[src/rtl/icache_line_fill.sv]
// icache_line_fill
// Refill engine between the instruction cache miss port and the narrow
// instruction-memory bus. A line-fill request is accepted from IDLE, one bus
// read is issued per 32-bit word with up to MAX_OUTSTANDING reads in flight,
// the in-order responses are assembled into the full line, and the line is
// handed back with a one-cycle line_valid pulse.
//
// Optional feature macro: ICACHE_FILL_WRAP_EN
//   defined   : critical-word-first. The fill starts at the word addressed by
//               fill_addr and wraps within the line; first_word_valid pulses
//               the cycle after the first response has been captured.
//   undefined : the fill always starts at word 0, fill_addr low bits are
//               ignored and there is no first_word_valid port.
//
// Ports:
//   clk              clock
//   rst              synchronous active-high reset
//   fill_req         level request (cache mem_read)
//   fill_addr        line address (cache mem_addr)
//   line_data        assembled line, word k at bits [k*32 +: 32]
//   line_valid       one-cycle pulse, line_data valid
//   bus_req_valid    read request valid (registered)
//   bus_req_ready    memory accepts request
//   bus_req_addr     word-aligned read address (registered)
//   bus_rsp_valid    read data valid, responses in request order
//   bus_rsp_data     read data
//   first_word_valid (ICACHE_FILL_WRAP_EN only) critical word captured
//   busy             high in every state except IDLE
//
// BUS_WIDTH is the instruction width (32); LINE_SIZE_BYTES must be a power
// of two >= 8 and MAX_OUTSTANDING must lie in 1..BEATS.
module icache_line_fill #(
    parameter int LINE_SIZE_BYTES = 64,
    parameter int BUS_WIDTH       = 32,
    parameter int ADDR_WIDTH      = 32,
    parameter int MAX_OUTSTANDING = 4
) (
    input  logic                         clk,
    input  logic                         rst,
    input  logic                         fill_req,
    input  logic [ADDR_WIDTH-1:0]        fill_addr,
    output logic [LINE_SIZE_BYTES*8-1:0] line_data,
    output logic                         line_valid,
    output logic                         bus_req_valid,
    input  logic                         bus_req_ready,
    output logic [ADDR_WIDTH-1:0]        bus_req_addr,
    input  logic                         bus_rsp_valid,
    input  logic [BUS_WIDTH-1:0]         bus_rsp_data,
`ifdef ICACHE_FILL_WRAP_EN
    output logic                         first_word_valid,
`endif
    output logic                         busy
);

    localparam int BEATS       = LINE_SIZE_BYTES * 8 / BUS_WIDTH;
    localparam int OFFSET_BITS = $clog2(LINE_SIZE_BYTES);
    localparam int WORD_SHIFT  = $clog2(BUS_WIDTH / 8);
    localparam int IDX_BITS    = $clog2(BEATS);
    localparam int CW          = IDX_BITS + 1;

    typedef enum logic [1:0] {
        IDLE  = 2'd0,
        FILL  = 2'd1,
        DONE  = 2'd2,
        REARM = 2'd3
    } state_t;

    state_t                state_r;
    logic [ADDR_WIDTH-1:0] base_r;
    logic [IDX_BITS-1:0]   start_r;
    logic [CW-1:0]         iss_cnt_r;
    logic [CW-1:0]         rsp_cnt_r;

    logic [ADDR_WIDTH-1:0] acc_base_s;
    logic [IDX_BITS-1:0]   acc_start_s;
    logic                  issue_fire_s;
    logic [CW-1:0]         iss_next_s;
    logic [CW-1:0]         rsp_next_s;
    logic [CW-1:0]         out_next_s;
    logic                  issue_ok_s;
    logic [ADDR_WIDTH-1:0] next_addr_s;
    logic                  last_rsp_s;

    // Beat n of a fill lands on word (start + n) mod BEATS; the counter's
    // extra top bit is dropped so the index wraps inside the line.
    function automatic logic [IDX_BITS-1:0] word_index(input logic [IDX_BITS-1:0] start,
                                                       input logic [CW-1:0]       n);
        return start + n[IDX_BITS-1:0];
    endfunction

    function automatic logic [ADDR_WIDTH-1:0] word_addr(input logic [ADDR_WIDTH-1:0] base,
                                                        input logic [IDX_BITS-1:0]   idx);
        return base + (ADDR_WIDTH'(idx) << WORD_SHIFT);
    endfunction

    // Next-cycle counter view used to register the issue decision.
    always_comb begin
        acc_base_s   = fill_addr & ~ADDR_WIDTH'(LINE_SIZE_BYTES - 1);
`ifdef ICACHE_FILL_WRAP_EN
        acc_start_s  = fill_addr[OFFSET_BITS-1:WORD_SHIFT];
`else
        acc_start_s  = {IDX_BITS{1'b0}};
`endif
        issue_fire_s = bus_req_valid & bus_req_ready;
        iss_next_s   = iss_cnt_r + {{(CW-1){1'b0}}, issue_fire_s};
        rsp_next_s   = rsp_cnt_r + {{(CW-1){1'b0}}, bus_rsp_valid};
        out_next_s   = iss_next_s - rsp_next_s;
        // Because the request is registered, the limit is checked against the
        // counts as they will be after this edge; a stalled request therefore
        // keeps its valid and its address until it is accepted.
        issue_ok_s   = (iss_next_s < CW'(BEATS)) && (out_next_s < CW'(MAX_OUTSTANDING));
        next_addr_s  = word_addr(base_r, word_index(start_r, iss_next_s));
        last_rsp_s   = bus_rsp_valid && (rsp_cnt_r == CW'(BEATS - 1));
    end

    // Fill FSM with all outputs registered.
    always_ff @(posedge clk) begin
        if (rst) begin
            state_r          <= IDLE;
            base_r           <= {ADDR_WIDTH{1'b0}};
            start_r          <= {IDX_BITS{1'b0}};
            iss_cnt_r        <= {CW{1'b0}};
            rsp_cnt_r        <= {CW{1'b0}};
            line_data        <= {(LINE_SIZE_BYTES*8){1'b0}};
            line_valid       <= 1'b0;
            bus_req_valid    <= 1'b0;
            bus_req_addr     <= {ADDR_WIDTH{1'b0}};
            busy             <= 1'b0;
`ifdef ICACHE_FILL_WRAP_EN
            first_word_valid <= 1'b0;
`endif
        end else begin
            line_valid       <= 1'b0;
`ifdef ICACHE_FILL_WRAP_EN
            first_word_valid <= 1'b0;
`endif
            case (state_r)
                IDLE: begin
                    // Bus responses seen here belong to an abandoned fill.
                    if (fill_req) begin
                        base_r        <= acc_base_s;
                        start_r       <= acc_start_s;
                        iss_cnt_r     <= {CW{1'b0}};
                        rsp_cnt_r     <= {CW{1'b0}};
                        bus_req_valid <= 1'b1;
                        bus_req_addr  <= word_addr(acc_base_s, acc_start_s);
                        busy          <= 1'b1;
                        state_r       <= FILL;
                    end
                end
                FILL: begin
                    iss_cnt_r <= iss_next_s;
                    if (bus_rsp_valid) begin
                        line_data[int'(word_index(start_r, rsp_cnt_r)) * BUS_WIDTH +: BUS_WIDTH]
                            <= bus_rsp_data;
                        rsp_cnt_r <= rsp_next_s;
                    end
`ifdef ICACHE_FILL_WRAP_EN
                    first_word_valid <= bus_rsp_valid && (rsp_cnt_r == {CW{1'b0}});
`endif
                    if (last_rsp_s) begin
                        bus_req_valid <= 1'b0;
                        line_valid    <= 1'b1;
                        state_r       <= DONE;
                    end else begin
                        bus_req_valid <= issue_ok_s;
                        if (issue_ok_s) begin
                            bus_req_addr <= next_addr_s;
                        end
                    end
                end
                DONE: begin
                    state_r <= REARM;
                end
                REARM: begin
                    // The request level from the finished fill must drop
                    // before another fill may be accepted.
                    if (!fill_req) begin
                        busy    <= 1'b0;
                        state_r <= IDLE;
                    end
                end
                default: begin
                    bus_req_valid <= 1'b0;
                    busy          <= 1'b0;
                    state_r       <= IDLE;
                end
            endcase
        end
    end

endmodule

[config.mk]
export PLATFORM = sky130hd
export DESIGN_NAME = icache_line_fill
export DESIGN_NICKNAME = d
export VERILOG_FILES = /design/src/rtl/icache_line_fill.sv
export SDC_FILE = /design/constraint.sdc
export NUM_CORES = 1
export LEC_CHECK = 0
export BUFFER_PORTS_ARGS = -buffer_cell sky130_fd_sc_hd__buf_4
export CORE_ASPECT_RATIO = 0.6
export CORE_UTILIZATION = 42
export CTS_CLUSTER_SIZE = 25
export DETAILED_ROUTE_END_ITERATION = 10
export HOLD_SLACK_MARGIN = 0.03
export PLACE_DENSITY = 0.7
export SLEW_MARGIN = 5
export SYNTH_ARGS = -nofsm -noshare
export SYNTH_HDL_FRONTEND = slang
export SYNTH_SLANG_ARGS = --single-unit
[constraint.sdc]
create_clock -name clk -period 6.95 [get_ports clk]
set_input_delay 1.0425 -clock clk [delete_from_list [all_inputs] [get_ports clk]]
set_output_delay 1.0425 -clock clk [all_outputs]
set_load 0.01 [all_outputs]
## Yosys cells after proc, flatten, opt, wreduce, memory -nomap -nowiden

Cells that the tools add are included.

- Latch bits: 0
- Logic and storage cells: 62
- Memories: 0
- Flip-flop bits (word level): 585
- RAM bits: 0
- ROM bits: 0

- Bitwise operators: 2
- Shift-type cells: 2
- Add/subtract/negate cells: 5
- Eq/ne operators: 10
- Multiply operators: 0
- Reduce and logical (&&, ||, !) cells: 13
- Magnitude comparators: 2
- Div/mod/pow operators: 0
- Multiplexer cells: 19

Operator list:

| operator | count |
|---|---|
| $bwmux W512 | 1 |
| $shift A32 B33 Y512 const A | 1 |
| $shiftx A32 B33 Y512 | 1 |
| $mux W32 | 3 |
| $pmux W32 S2 | 1 |
| $neg A9 Y33 | 1 |
| $add A32 B6 Y32 | 1 |
| $pmux W5 S2 | 2 |
| $ne A2 B2 Y1 const B | 6 |
| $add A5 B1 Y5 | 2 |
| $mux W5 | 2 |
| $reduce_and A3 Y1 | 3 |
| $pmux W2 S4 | 1 |
| $mux W2 | 3 |
| $reduce_and A2 Y1 | 3 |
| $eq A5 B4 Y1 const B | 1 |
| $lt A5 B3 Y1 const B | 1 |
| $lt A5 B5 Y1 const B | 1 |
| $sub A5 B5 Y5 | 1 |
| $eq A2 B2 Y1 const B | 2 |
| $mux W1 | 4 |
| $pmux W1 S2 | 2 |
| $reduce_and A4 Y1 | 1 |
| $reduce_bool A2 Y1 | 2 |
| other kinds (6) | 7 |

## Longest topological paths before layout

Gate-level depths: netlist of the first run.

- Depth in word-level cells: 8
- Depth in mapped cells: 12
- Gate-level depth less buffers: 10

## Worst setup path after synthesis of the first run

No wires, ideal clock.

- Path type: input -> register
- Start point: in bus_req_ready
- End point: reg bus_req_addr[12]
- Stages: 11
- Setup slack: 3.605 ns
- Data arrival time: 3.198 ns
- Buffers on the path: 2
- Path through: and2_1 ha_1 ha_1 ha_1 a21oi_2 xnor2_1 nor4_4 a31o_1 buf_2 buf_6 a211oi_2

- Cells in the longest elaborated chain, start to end: 7
- Elaborated cells on any way between the ends: 12

RTL lines:

| what | line | source |
|---|---|---|
| start, declared | 45 | `input logic bus_req_ready,` |
| $and A1 B1 Y1 * | 104 | `issue_fire_s = bus_req_valid & bus_req_ready;` |
| $add A5 B1 Y5 * | 105 | `iss_next_s = iss_cnt_r + {{(CW-1){1'b0}}, issue_fire_s};` |
| $sub A5 B5 Y5 | 107 | `out_next_s = iss_next_s - rsp_next_s;` |
| $lt A5 B3 Y1 | 111 | `issue_ok_s = (iss_next_s < CW'(BEATS)) && (out_next_s < CW'(MAX_OUTSTANDING));` |
| $logic_and A1 B1 Y1 | 111 |  |
| $ne A2 B2 Y1 (no line) | -- |  |
| $reduce_and A4 Y1 (no line) | -- |  |
| end signal, assigned | 127 | `bus_req_addr <= {ADDR_WIDTH{1'b0}};` |
| end signal, assigned | 146 | `bus_req_addr <= word_addr(acc_base_s, acc_start_s);` |
| end signal, assigned | 168 | `bus_req_addr <= next_addr_s;` |
| end, declared | 46 | `output logic [ADDR_WIDTH-1:0] bus_req_addr,` |

Mark *: on every way between the ends. The rest lies on a longest branch, timed or not. The select of a mux whose other input is x is not followed.
A chain may end at the register's enable or synchronous reset.

## Worst setup path in the final report of the first run

- Start point: reg rsp_cnt_r[0]
- End point: reg line_data[312]

- Cells in the longest elaborated chain, start to end: 3
- Elaborated cells on any way between the ends: 4

RTL lines:

| what | line | source |
|---|---|---|
| start, declared | 72 | `logic [CW-1:0] rsp_cnt_r;` |
| start signal, assigned | 123 | `rsp_cnt_r <= {CW{1'b0}};` |
| start signal, assigned | 144 | `rsp_cnt_r <= {CW{1'b0}};` |
| start signal, assigned | 156 | `rsp_cnt_r <= rsp_next_s;` |
| $neg A9 Y33 * | 154 | `line_data[int'(word_index(start_r, rsp_cnt_r)) * BUS_WIDTH +: BUS_WIDTH]` |
| $shiftx A32 B33 Y512 / $shift A32 B33 Y512 (equally long branches) | 154 |  |
| $bwmux W512 * | 154 |  |
| end signal, assigned | 124 | `line_data <= {(LINE_SIZE_BYTES*8){1'b0}};` |
| end, declared | 42 | `output logic [LINE_SIZE_BYTES*8-1:0] line_data,` |

Mark *: on every way between the ends. The rest lies on a longest branch, timed or not.

==> results of run 1 <==
[worst max-delay path, delay by kind of cell, from the launching register on]
kind            cells  cell delay (ns)
fa+ha+maj           1             0.35
simple gates        5             2.34
buf+inv             2             0.95
compound gates      1             0.21
flops               1             0.64
[power groups by stage]
stage	logic [mW]	clock network, mW	registers (mW)
2_1_floorplan	0.974	0	3.64
3_3_place_gp	1.42	0	3.62
3_5_place_dp	1.47	0	3.63
4_1_cts	1.47	3.20	3.55
5_1_grt	1.57	3.34	3.57
6_report	1.48	3.16	3.56
[flip-flops by register name, summed over array words and instances (netlist names)]
name and cells:
bus_req_addr 30, bus_req_valid 1, state_r 2, line_data 512
iss_cnt_r 5, rsp_cnt_r 5, line_valid 1, base_r 26
busy 1
[cell type report]
class / count / area (um^2)
clock buffers: 77 / 1570
clock inverters: 23 / 315
fillers: 4754 / 23500
inverters: 9 / 33.8
multi-input cells: 1922 / 9700
flip-flops and latches: 583 / 11700
well taps: 703 / 880
repair buffers: 643 / 4860
[synthesized netlist by cell type, drive strengths merged, types with 3 or more instances]
cell    number
a21oi      547
dfxtp      583
buf         36
nand2b       3
nor2       235
inv          9
xor2         3
nand3      174
a311oi      27
a211oi      27
and2         5
xnor2        9
clkbuf     243
ha          14
nand2      561
o21ai        6
nor4         9
a22o         4
mux2i       27
a22oi        6
and3         3
nand4       95
nor3       150
[layer usage]
layer | share of wire | GRT usage
met2 | 0.46 | 0.496
met5 | 0 | 0
met3 | 0.097 | 0.0667
met4 | 0.037 | 0.116
met1 | 0.41 | 0.407
[cell families after synthesis]
| family | Yosys count | share of synthesized area |
|---|---|---|
| xor+xnor | 12 | 0.00621 |
| simple gates | 1245 | 0.244 |
| compound gates | 622 | 0.157 |
| mux | 27 | 0.0121 |
| other cells | 1 | 0.000168 |
| fa+ha+maj | 14 | 0.00783 |
| buf+inv | 288 | 0.0512 |
| flops | 583 | 0.522 |
[final timing paths]
kind	end	depth (start not counted)
min reg2reg	line_data[288]	2
max	line_data[312]	9
max reg2reg	line_data[312]	9
min	line_data[288]	2
==> results.md, run 1 <==
- The flow ran to the end, and the final reports show no timing, DRC or antenna violations.
- Data on the critical path is required at its endpoint by 7.45 ns.
- The startpoint identified for the worst register-to-register timing path is rsp_cnt_r[0].
- The leakage power is ~11 nW.
- The standard cell area after detailed placement is between 20,000 and 30,000 um^2.
- The clock drives 583 sinks.
- The total power is 8.19 mW.
- Counting flops with a built-in enable in the synthesized netlist gives 0.
- The die outline height is approximately 180 um.
- The slowest stage of the critical path belongs to the cell sky130_fd_sc_hd__nor2_2.
- The clock-pin transition on the worst setup and hold timing paths is ~0.070 ns.
- The stage delay of the slowest cell on the critical path is 1.10 ns.
- The buffer cell driving the clock tree root is sky130_fd_sc_hd__clkbuf_16.
- The sequential share of the synthesized area is 0.522.
- The initial utilization of the core area, before any placement, comes to 0.426.
- The number of antenna diodes in the final layout is 0.
- The wire length reported by the detailed router is about 88,000 um.
- The proportion of power drawn by combinational gates is 0.181.
- For this run, the share of the core covered by cells in the final layout is 0.553.
- The number of optimization iterations in the first detailed-route pass is 7.
- The full die area is 54,200 um^2.
- The number of distinct library cell variants in the gate-level netlist after synthesis is between 50 and 60.
- In this run, CTS created clock tree buffers numbering 53.
- In this run, the number of DRC markers left after iteration 0 of detailed routing was roughly 2,300.
- Across every metal layer, demand over resource in global routing totals 0.309.
- The predominant post-synthesis flop cell is sky130_fd_sc_hd__dfxtp_1.
- Setup violations remaining at the end of the flow were counted as 0.
- The number of buffers inserted by post-CTS setup repair is 0.
- Dividing the final minimum period by the clock period gives 0.663.
- The sum of negative setup slack is 0 ns.
- The fraction of layout instances using a drive strength above 1 is 0.249.
- The first global-routing pass estimated 130,000 um of wire.
- just over 600 I/O pins were placed.
- The worst hold path begins at line_data[288].
- The H-tree was split into 2 levels.
- STA classifies the critical path endpoint as a flip-flop.
- The number of max-cap violations is 0.
- After legalization and detailed placement, the total HPWL measured 57,500 um.
- The vias after detailed routing is between 20,000 and 25,000.
- The share of synthesized area in the top cell type comes to 0.522.
- The area added between synthesis and finish is 29.8%.
- Yosys attributes the largest share of cell area to sky130_fd_sc_hd__dfxtp_1 (52%), sky130_fd_sc_hd__a21oi_1 (12%), sky130_fd_sc_hd__nand2_1 (9.4%).
- Buffers inserted to repair hold after CTS numbered 0.
- The worst-case register-to-register setup slack is ~2.3 ns.
- The cell count after synthesis is around 2,800.
- The slew at the pin with the worst max-slew slack is 1.32 ns.
- The residual DRC count is 0.
- The initial antenna violation count was 0.
- Synthesis inferred between 500 and 600 register bits.
- Counting flops with an async set or reset pin after synthesis yields a share of 0.
- The final number of max-transition violations is 0.
- The worst setup path is of the reg2reg kind.
- The tightest hold margin is 0.451 ns.
- The share of total power consumed by net switching is 0.294.
- The routed wirelength normalized by instance count is ~22 um.
- The post-cts gate resize count is 0.
- Entering global routing, the biggest net connects ~230 pins.
- The clock period could shrink to between 4 and 5 ns.
- The element type at the critical path start is a flip-flop.
- Using the TritonRoute via totals, the vias-per-cell ratio works out to approximately 5.7.
- Data on the critical path arrives at its endpoint at 5.11 ns.
- Dividing total power by cell area gives a power density of 282 nW/um^2.
- The mapped netlist covers roughly 22,000 um^2.
- The worst-case IR drop observed on VDD is just under 0.0002 V.
- Traced cell by cell, the critical path runs through buf_4 -> inv_1 -> ha_1 -> nor3b_2 -> nor3_4 -> nand2_1 -> nor2_2 -> nand4_1 -> a21oi_1.
- The worst-path maximum fanout is 70.
- The post-route non-filler standard cell count is around 4,000.
- The core region is 52,500 um^2.
- sky130_fd_sc_hd__dfxtp_1 takes more of the synthesized area than any other cell.
- The clock passes through at most 3 buffers.
- Routability-driven placement finished with a final weighted congestion of 0.877.
- Setup repair after global routing left no endpoint under its margin.
- The total congestion overflow is 0.
- The final-report hold violation count is 0.
- Leaving out fill and tap cells, the most frequent cell in the layout is sky130_fd_sc_hd__buf_4.
- The internal cell power is 5.79 mW.
- Prior to clock tree synthesis, the placed netlist has a worst setup slack of between 2 and 3 ns.
- The sequential share of power is 0.434.
- The tightest slew margin relative to the limit is 0.118.
- The achievable clock frequency is 217 MHz.
- The clock insertion delay at the later pin of the skew report is around 0.61 ns.
- The number of placed cells counting well taps is a little under 4,000.
- For this run, the number of Yosys warnings is 0.
- The final layout net count is approximately 3,300.
- The number of global-route vias before repair was between 20,000 and 25,000.
- After layout, the worst setup slack is 2.34 ns.
- The total net switching power is approximately 2.4 mW.
- Tracing the worst setup path back leads to its startpoint at rsp_cnt_r[0].
- Row generation in the floorplan step produced 65 rows.
- The clock tree from TritonCTS is done.
- The proportion of power drawn by the clock network is 0.385.
- In this run the horizontal extent of the chip is between 200 and 300 um.
- Once detail routing completed, the nets flagged for antenna violations numbered 0.
- In the layout the commonest cells are sky130_fd_sc_hd__buf_4 (640), sky130_fd_sc_hd__dfxtp_1 (582), sky130_fd_sc_hd__nand2_1 (557).
- The final clock skew is between 0.02 and 0.03 ns.
- The post-layout instance area is 29,000 um^2.
- The average cell area after synthesis is around 8.0 um^2.
- The count of buffers added on input and output ports is 607.
- The min-delay analysis places its worst path in the category reg2reg.
(Power assumes the default switching activity.)
==> run 2: changes to the inputs <==
==> constraint.sdc (replaced) <==
create_clock -name clk -period 4.7 [get_ports clk]
set_input_delay 0.705 -clock clk [delete_from_list [all_inputs] [get_ports clk]]
set_output_delay 0.705 -clock clk [all_outputs]
set_load 0.01 [all_outputs]
==> results.md, run 2 (synthesis gave the netlist of run 1 again) <==
- The area taken by flip-flops and latches is 11,700 um^2 (unchanged).
- The end of the worst register-to-register path is line_data[103].
- The combined area of the multi-input logic cells is 9700 um^2 (unchanged).
- The number of endpoints failing setup at the final stage came to 0 (unchanged).
- The root buffer cell chosen for the clock tree is sky130_fd_sc_hd__clkbuf_16.
- The vias after detailed routing is 22,700 (+0.97%).
- The core outline area is 52,500 um^2 (unchanged).
- The clock-pin transition on the worst setup and hold timing paths is 0.07 ns (about the same).
- The clock tree from TritonCTS is done.
- The logic depth of the worst register-to-register path came to 9 (unchanged).
- The path with the worst hold slack has its endpoint at base_r[20].
- The count of hold buffers inserted by post-cts repair came to 0 (unchanged).
- The maximum level of the CTS H-tree came to 2 (unchanged).
- The final critical-path share of the clock period is 0.776 (+0.113).
- The via density per instance is 5.72 (+0.80%).
- The number of flip-flops in the largest register is 512 (unchanged).
- The number of global-route vias before repair is 21,000 (+1.6%).
- The time the final worst path needs with I/O delays and setup is 3.65 ns (-0.960 ns).
- The full die area came to 54,200 um^2 (unchanged).
- In the final layout, the registers with the most flip-flops are line_data (512), bus_req_addr (30), base_r (26).
- The die outline height came to 181 um (unchanged).
- The wire length of the first global-routing pass is 130,000 um (+0.30%).
- The wire length reported by the detailed router is 88,700 um (+0.23%).
- The element type at the critical path start is a flip-flop.
- The final-layout fill cell count was 4,783 (+0.61%).
- The final clock skew is 0.0329 ns (+0.00397 ns).
- The starting utilization of the core area was 0.426 (unchanged).
- The fraction of layout instances using a drive strength above 1 is 0.250 (+0.00138).
- The worst-path maximum fanout is 59 (-16%).
- The sum of negative setup slack is 0 ns (unchanged).
- The final number of max-transition violations is 0 (unchanged).
- The slew at the pin with the worst max-slew slack is 1.15 ns (-0.169 ns).
- The number of standard-cell rows in the floorplan is 65 (unchanged).
- The tightest slew margin relative to the limit is 0.229 (+0.111).
- The library cell used most frequently in the layout, excluding fill and tap cells, is sky130_fd_sc_hd__buf_4.
- The achievable clock frequency is 274 MHz (+26%).
- The post-cts gate resize count is 0 (unchanged).
- The standard cell area after detailed placement is 27,200 um^2 (+0.30%).
- The top cell types in the final layout, fill and taps aside, are sky130_fd_sc_hd__buf_4 (648), sky130_fd_sc_hd__dfxtp_1 (582), sky130_fd_sc_hd__nand2_1 (557).
- The flow ran to the end, and the final reports show no timing, DRC or antenna violations.
- The initial antenna violation count came to 0 (unchanged).
- Compared with the post-synthesis result, the final layout area differs by 29.6%.
- The number of optimization iterations in the first detailed-route pass is 6 (-1).
- The worst hold path belongs to the class in2reg.
- The clock net sink count came to 583 (unchanged).
- The peak ir drop on the vdd network is 0.000359 V (+82%).
- The top-level I/O count is 616 (unchanged).
- Counting flops per register, the top entry is line_data.
- The critical path class is reg2reg.
- The startpoint identified for the worst register-to-register timing path is rsp_cnt_r[0].
- The final weighted congestion of routability-driven global placement was 0.869 (-0.91%).
- The residual DRC count was 0 (unchanged).
- The number of buffers added by the clock tree synthesis step was 53 (unchanged).
- The overall routing resource usage is 0.311 (+0.00225).
- The total congestion overflow is 0 (unchanged).
- The number of max-cap violations is 0 (unchanged).
- The final-report hold violation count is 0 (unchanged).
- The data arrival at the endpoint of the critical path was 4.16 ns (-0.95 ns).
- The clock insertion delay at the later pin of the skew report is 0.60 ns (about the same).
- The number of buffers inserted by port buffering is 607 (unchanged).
- In this run the most critical hold path is launched from fill_addr[20].
- The element type at the critical path end is a flip-flop.
- The final layout net count is 3,304 (+0.27%).
- The worst-case register-to-register setup slack is 1.05 ns (-1.29 ns).
- The tightest hold margin is 0.381 ns (-0.0695 ns).
- The maximum clock insertion buffer count is 3 (unchanged).
- The die outline width is 300 um (unchanged).
- The remaining antenna violation count after routing is 0 (unchanged).
- The half-perimeter wire length after detailed placement came to 58,100 um (+1.1%).
- The ratio of total power to cell area was 410 nW/um^2 (+45%).
- The maximum number of pins on one net before global-route repair is 134 (-43%).
- The leakage power is 11.0 nW (-0.13%).
- The required time of the critical path is 5.21 ns (-2.24 ns).
- The post-layout instance area is 29,000 um^2 (-0.17%).
- The routed wirelength normalized by instance count came to 22.4 um (about the same).
- Setup repair after global routing left no endpoint under its margin.
- The number of buffers inserted by post-CTS setup repair is 0 (unchanged).
- The initial DRC count came to 2,443 (+4.5%).
- The cell depth of the worst hold path came to 3 (+1).
## run 2: changes by cell type in the layout (fill, tap and decap cells not counted), moves of 2 or more
cell,previous run,this run
sky130_fd_sc_hd__clkinv_8,2,0
sky130_fd_sc_hd__buf_4,640,648
sky130_fd_sc_hd__clkinv_2,8,11
sky130_fd_sc_hd__bufinv_16,6,3
sky130_fd_sc_hd__clkinvlp_4,3,5
sky130_fd_sc_hd__clkbuf_8,15,11
## run 2: stage by stage
step	cells	util	setup WS, ns	power (mW)
floorplan	2793	-	1.69	6.83
global route	3966	0.552	0.765	12.3
global placement	3869	0.518	1.00	7.46
finish	3967	0.552	1.05	11.9
CTS	3966	0.552	1.09	11.9
detailed placement	3869	0.518	0.939	7.54
## run 2: area by class of cell
cell class	count	share of cell area
flip-flops and latches	583	0.403
multi-input cells	1922	0.335
repair buffers	652	0.170
clock buffers	73	0.0522
well taps	703	0.0304
clock inverters	24	0.00820
inverters	9	0.00117
diodes	1	0.0000863
## run 2: layer usage
layer | track usage | routed length, um
met1 | 0.405 | 36100
met2 | 0.488 | 39900
met3 | 0.0709 | 8460
met4 | 0.147 | 4230
met5 | 0 | 0
## run 2: worst max path at each step
stage,startpoint,endpoint,slack [ns],cells after the start
2_1_floorplan,bus_req_ready,bus_req_addr[12],1.69,11
3_3_place_gp,bus_req_ready,bus_req_addr[22],1.00,12
3_5_place_dp,bus_req_ready,bus_req_addr[25],0.94,12
4_1_cts,rsp_cnt_r[0],line_data[103],1.09,9
5_1_grt,rsp_cnt_r[0],line_data[102],0.76,9
6_report,rsp_cnt_r[0],line_data[103],1.05,9
## run 2: critical path: stages (launching register included)
cell and delay [ns]:
sky130_fd_sc_hd__dfxtp_4 0.65, sky130_fd_sc_hd__nor3_1 0.16, sky130_fd_sc_hd__ha_1 0.30, sky130_fd_sc_hd__buf_4 0.31, sky130_fd_sc_hd__nor4b_2 0.56, sky130_fd_sc_hd__nand2_2 0.77, sky130_fd_sc_hd__buf_4 0.43, sky130_fd_sc_hd__nor3_1 0.21
sky130_fd_sc_hd__a21oi_1 0.07, sky130_fd_sc_hd__nor2_1 0.08
## run 2: report_power, final
group / internal [mW] / leakage [nW] / switching [mW]
Sequential: 5.13 / 4.71 / 0.133
Clock: 2.43 / 0.858 / 2.01
Combinational: 0.775 / 5.40 / 1.41
==> run 3: changes to the inputs <==
==> constraint.sdc (replaced) <==
create_clock -name clk -period 3.7 [get_ports clk]
set_input_delay 0.555 -clock clk [delete_from_list [all_inputs] [get_ports clk]]
set_output_delay 0.555 -clock clk [all_outputs]
set_load 0.01 [all_outputs]
==> results.md, run 3 (synthesis gave the netlist of run 1 again) <==
- The fraction of layout instances using a drive strength above 1 is 0.253 (+0.00282).
- The total power is 15.1 mW (+27%).
- The die outline height was 181 um (unchanged).
- The remaining antenna violation count after routing is 0 (unchanged).
- The final number of max-transition violations is 0 (unchanged).
- The initial DRC count came to 2,456 (+0.53%).
- The number of optimization iterations in the first detailed-route pass was 6 (unchanged).
- The tightest slew margin relative to the limit is 0.238 (+0.00906).
- The maximum level of the CTS H-tree is 2 (unchanged).
- The maximum number of pins on one net before global-route repair was 131 (-2.2%).
- The achievable clock frequency came to 309 MHz (+13%).
- The clock net sink count was 583 (unchanged).
- The top-level I/O count came to 616 (unchanged).
- The setup path with the least slack is of type reg2reg.
- Relative to the synthesized area, the layout overhead comes to 30.5%.
- The leakage power is 11.1 nW (+1.0%).
- The number of global-route vias before repair came to 20,700 (-1.2%).
- The slew at the pin with the worst max-slew slack is 1.14 ns (-0.00951 ns).
- The tightest hold margin is 0.236 ns (-0.145 ns).
- The root buffer cell chosen for the clock tree is sky130_fd_sc_hd__clkbuf_16.
- The final-report hold violation count was 0 (unchanged).
- The number of placed cells counting well taps came to 3,887 (+0.47%).
- The residual DRC count is 0 (unchanged).
- The number of endpoints failing setup at the final stage is 0 (unchanged).
- The wire length of the first global-routing pass came to 129,000 um (-1.0%).
- The worst setup path is launched from a flip-flop.
- The number of standard-cell rows in the floorplan is 65 (unchanged).
- The wire length reported by the detailed router came to 87,800 um (-1.0%).
- The clock insertion delay at the later pin of the skew report was 0.60 ns (about the same).
- The largest registers in the layout are line_data (512), bus_req_addr (30), base_r (26).
- The final layout net count is 3,323 (+0.58%).
- The sum of negative setup slack is 0 ns (unchanged).
- The number of buffers inserted by post-CTS setup repair is 0 (unchanged).
- In the layout the commonest cells are sky130_fd_sc_hd__buf_4 (661), sky130_fd_sc_hd__dfxtp_1 (582), sky130_fd_sc_hd__nand2_1 (557).
- The data arrival at the endpoint of the critical path came to 3.74 ns (-0.42 ns).
- The final weighted congestion of routability-driven global placement came to 0.883 (+1.6%).
- The peak ir drop on the vdd network is 0.000437 V (+22%).
- The half-perimeter wire length after detailed placement is 58,600 um (+0.87%).
- The overall routing resource usage is 0.308 (-0.00303).
- The number of buffers inserted by port buffering came to 607 (unchanged).
- The count of hold buffers inserted by post-cts repair is 0 (unchanged).
- The final critical-path share of the clock period is 0.874 (+0.0976).
- The initial antenna violation count is 0 (unchanged).
- The post-route non-filler standard cell count is 3,987 (+0.50%).
- The total congestion overflow came to 0 (unchanged).
- The number of flip-flops in the largest register is 512 (unchanged).
- The starting utilization of the core area came to 0.426 (unchanged).
- The maximum clock insertion buffer count is 3 (unchanged).
- Setup repair after global routing left no endpoint under its margin.
- The worst-path maximum fanout is 68 (+15%).
- The top register by number of flip-flops is line_data.
- The core outline area is 52,500 um^2 (unchanged).
- The number of buffers added by the clock tree synthesis step is 54 (+1.9%).
- The most frequent standard cell in the layout excluding fill and tap cells is sky130_fd_sc_hd__buf_4.
- The time the final worst path needs with I/O delays and setup is 3.23 ns (-0.415 ns).
- The via density per instance was 5.68 (-0.69%).
- The routed wirelength normalized by instance count was 22.0 um (-1.5%).
- The number of max-cap violations came to 0 (unchanged).
- The die outline width is 300 um (unchanged).
- The type of the worst min-delay path is in2reg.
- The ratio of total power to cell area is 518 nW/um^2 (+26%).
- The final clock skew is 0.0339 ns (+0.00101 ns).
- The vias after detailed routing is 22,600 (-0.19%).
- The run finished with clean final reports.
- The required time of the critical path is 4.20 ns (-1.01 ns).
- The clock-pin transition on the worst setup and hold timing paths came to 0.07 ns (about the same).
- The clock tree from TritonCTS is done.
- The element type at the critical path end is a flip-flop.
- The post-cts gate resize count was 0 (unchanged).
- The full die area is 54,200 um^2 (unchanged).
==> run 3: changes by cell type in the layout (fill, tap and decap cells not counted), moves of 3 or more <==
| cell | delta |
|---|---|
| sky130_fd_sc_hd__clkinvlp_4 | -4 |
| sky130_fd_sc_hd__clkinv_4 | +3 |
| sky130_fd_sc_hd__buf_4 | +13 |
| sky130_fd_sc_hd__clkbuf_1 | +5 |
| sky130_fd_sc_hd__clkinv_2 | -4 |
| sky130_fd_sc_hd__buf_12 | +5 |
==> run 3: critical path, cell delays in order, from the launching register on <==
cell and delay, ns:
sky130_fd_sc_hd__dfxtp_4 0.35, sky130_fd_sc_hd__buf_4 0.36, sky130_fd_sc_hd__nor2_1 0.81, sky130_fd_sc_hd__nand3_1 0.45, sky130_fd_sc_hd__nor2_4 0.86, sky130_fd_sc_hd__nand2_1 0.13, sky130_fd_sc_hd__a21oi_1 0.16
==> run 3: metal layers <==
| metal | global-route usage | vias up | part of all wire | routed length [um] |
|---|---|---|---|---|
| met1 | 0.405 | 10800 | 0.41 | 35600 |
| li1 | - | 10400 | - | - |
| met2 | 0.487 | 1220 | 0.45 | 39900 |
| met5 | 0 | - | 0 | 0 |
| met4 | 0.132 | 0 | 0.044 | 3840 |
| met3 | 0.0672 | 228 | 0.096 | 8420 |
==> run 3: power breakdown <==
group	total, mW	internal (mW)	switching [mW]
combinational	2.80	1.01	1.78
clock	5.64	3.11	2.53
sequential	6.67	6.52	0.158
total	15.1	10.6	4.47
==> run 3: cell type report <==
type	instances	area [um^2]
sequential	583	11700
tap	703	880
multi-input combinational	1922	9700
inverter	9	33.8
antenna	2	5.00
fill	4799	23300
timing repair buffer	670	5140
clock inverter	17	179
clock buffer	81	1580
==> run 3: final timing paths <==
check / slack (ns) / start / end / cells after the start
max: 0.47 / rsp_cnt_r[0] / line_data[209] / 6
min: 0.24 / fill_addr[10] / base_r[10] / 3
min reg2reg: 0.45 / line_data[319] / line_data[319] / 2
max reg2reg: 0.47 / rsp_cnt_r[0] / line_data[209] / 6
==> run 3: through the flow <==
step                      setup slack [ns]  utilization  instance area, um^2
after global placement               0.591        0.522                27400
after CTS                            0.527        0.556                29200
after detailed placement             0.577        0.522                27400
after floorplan                      0.843            -                22400
final                                0.467        0.556                29200
after global routing                 0.197        0.556                29200
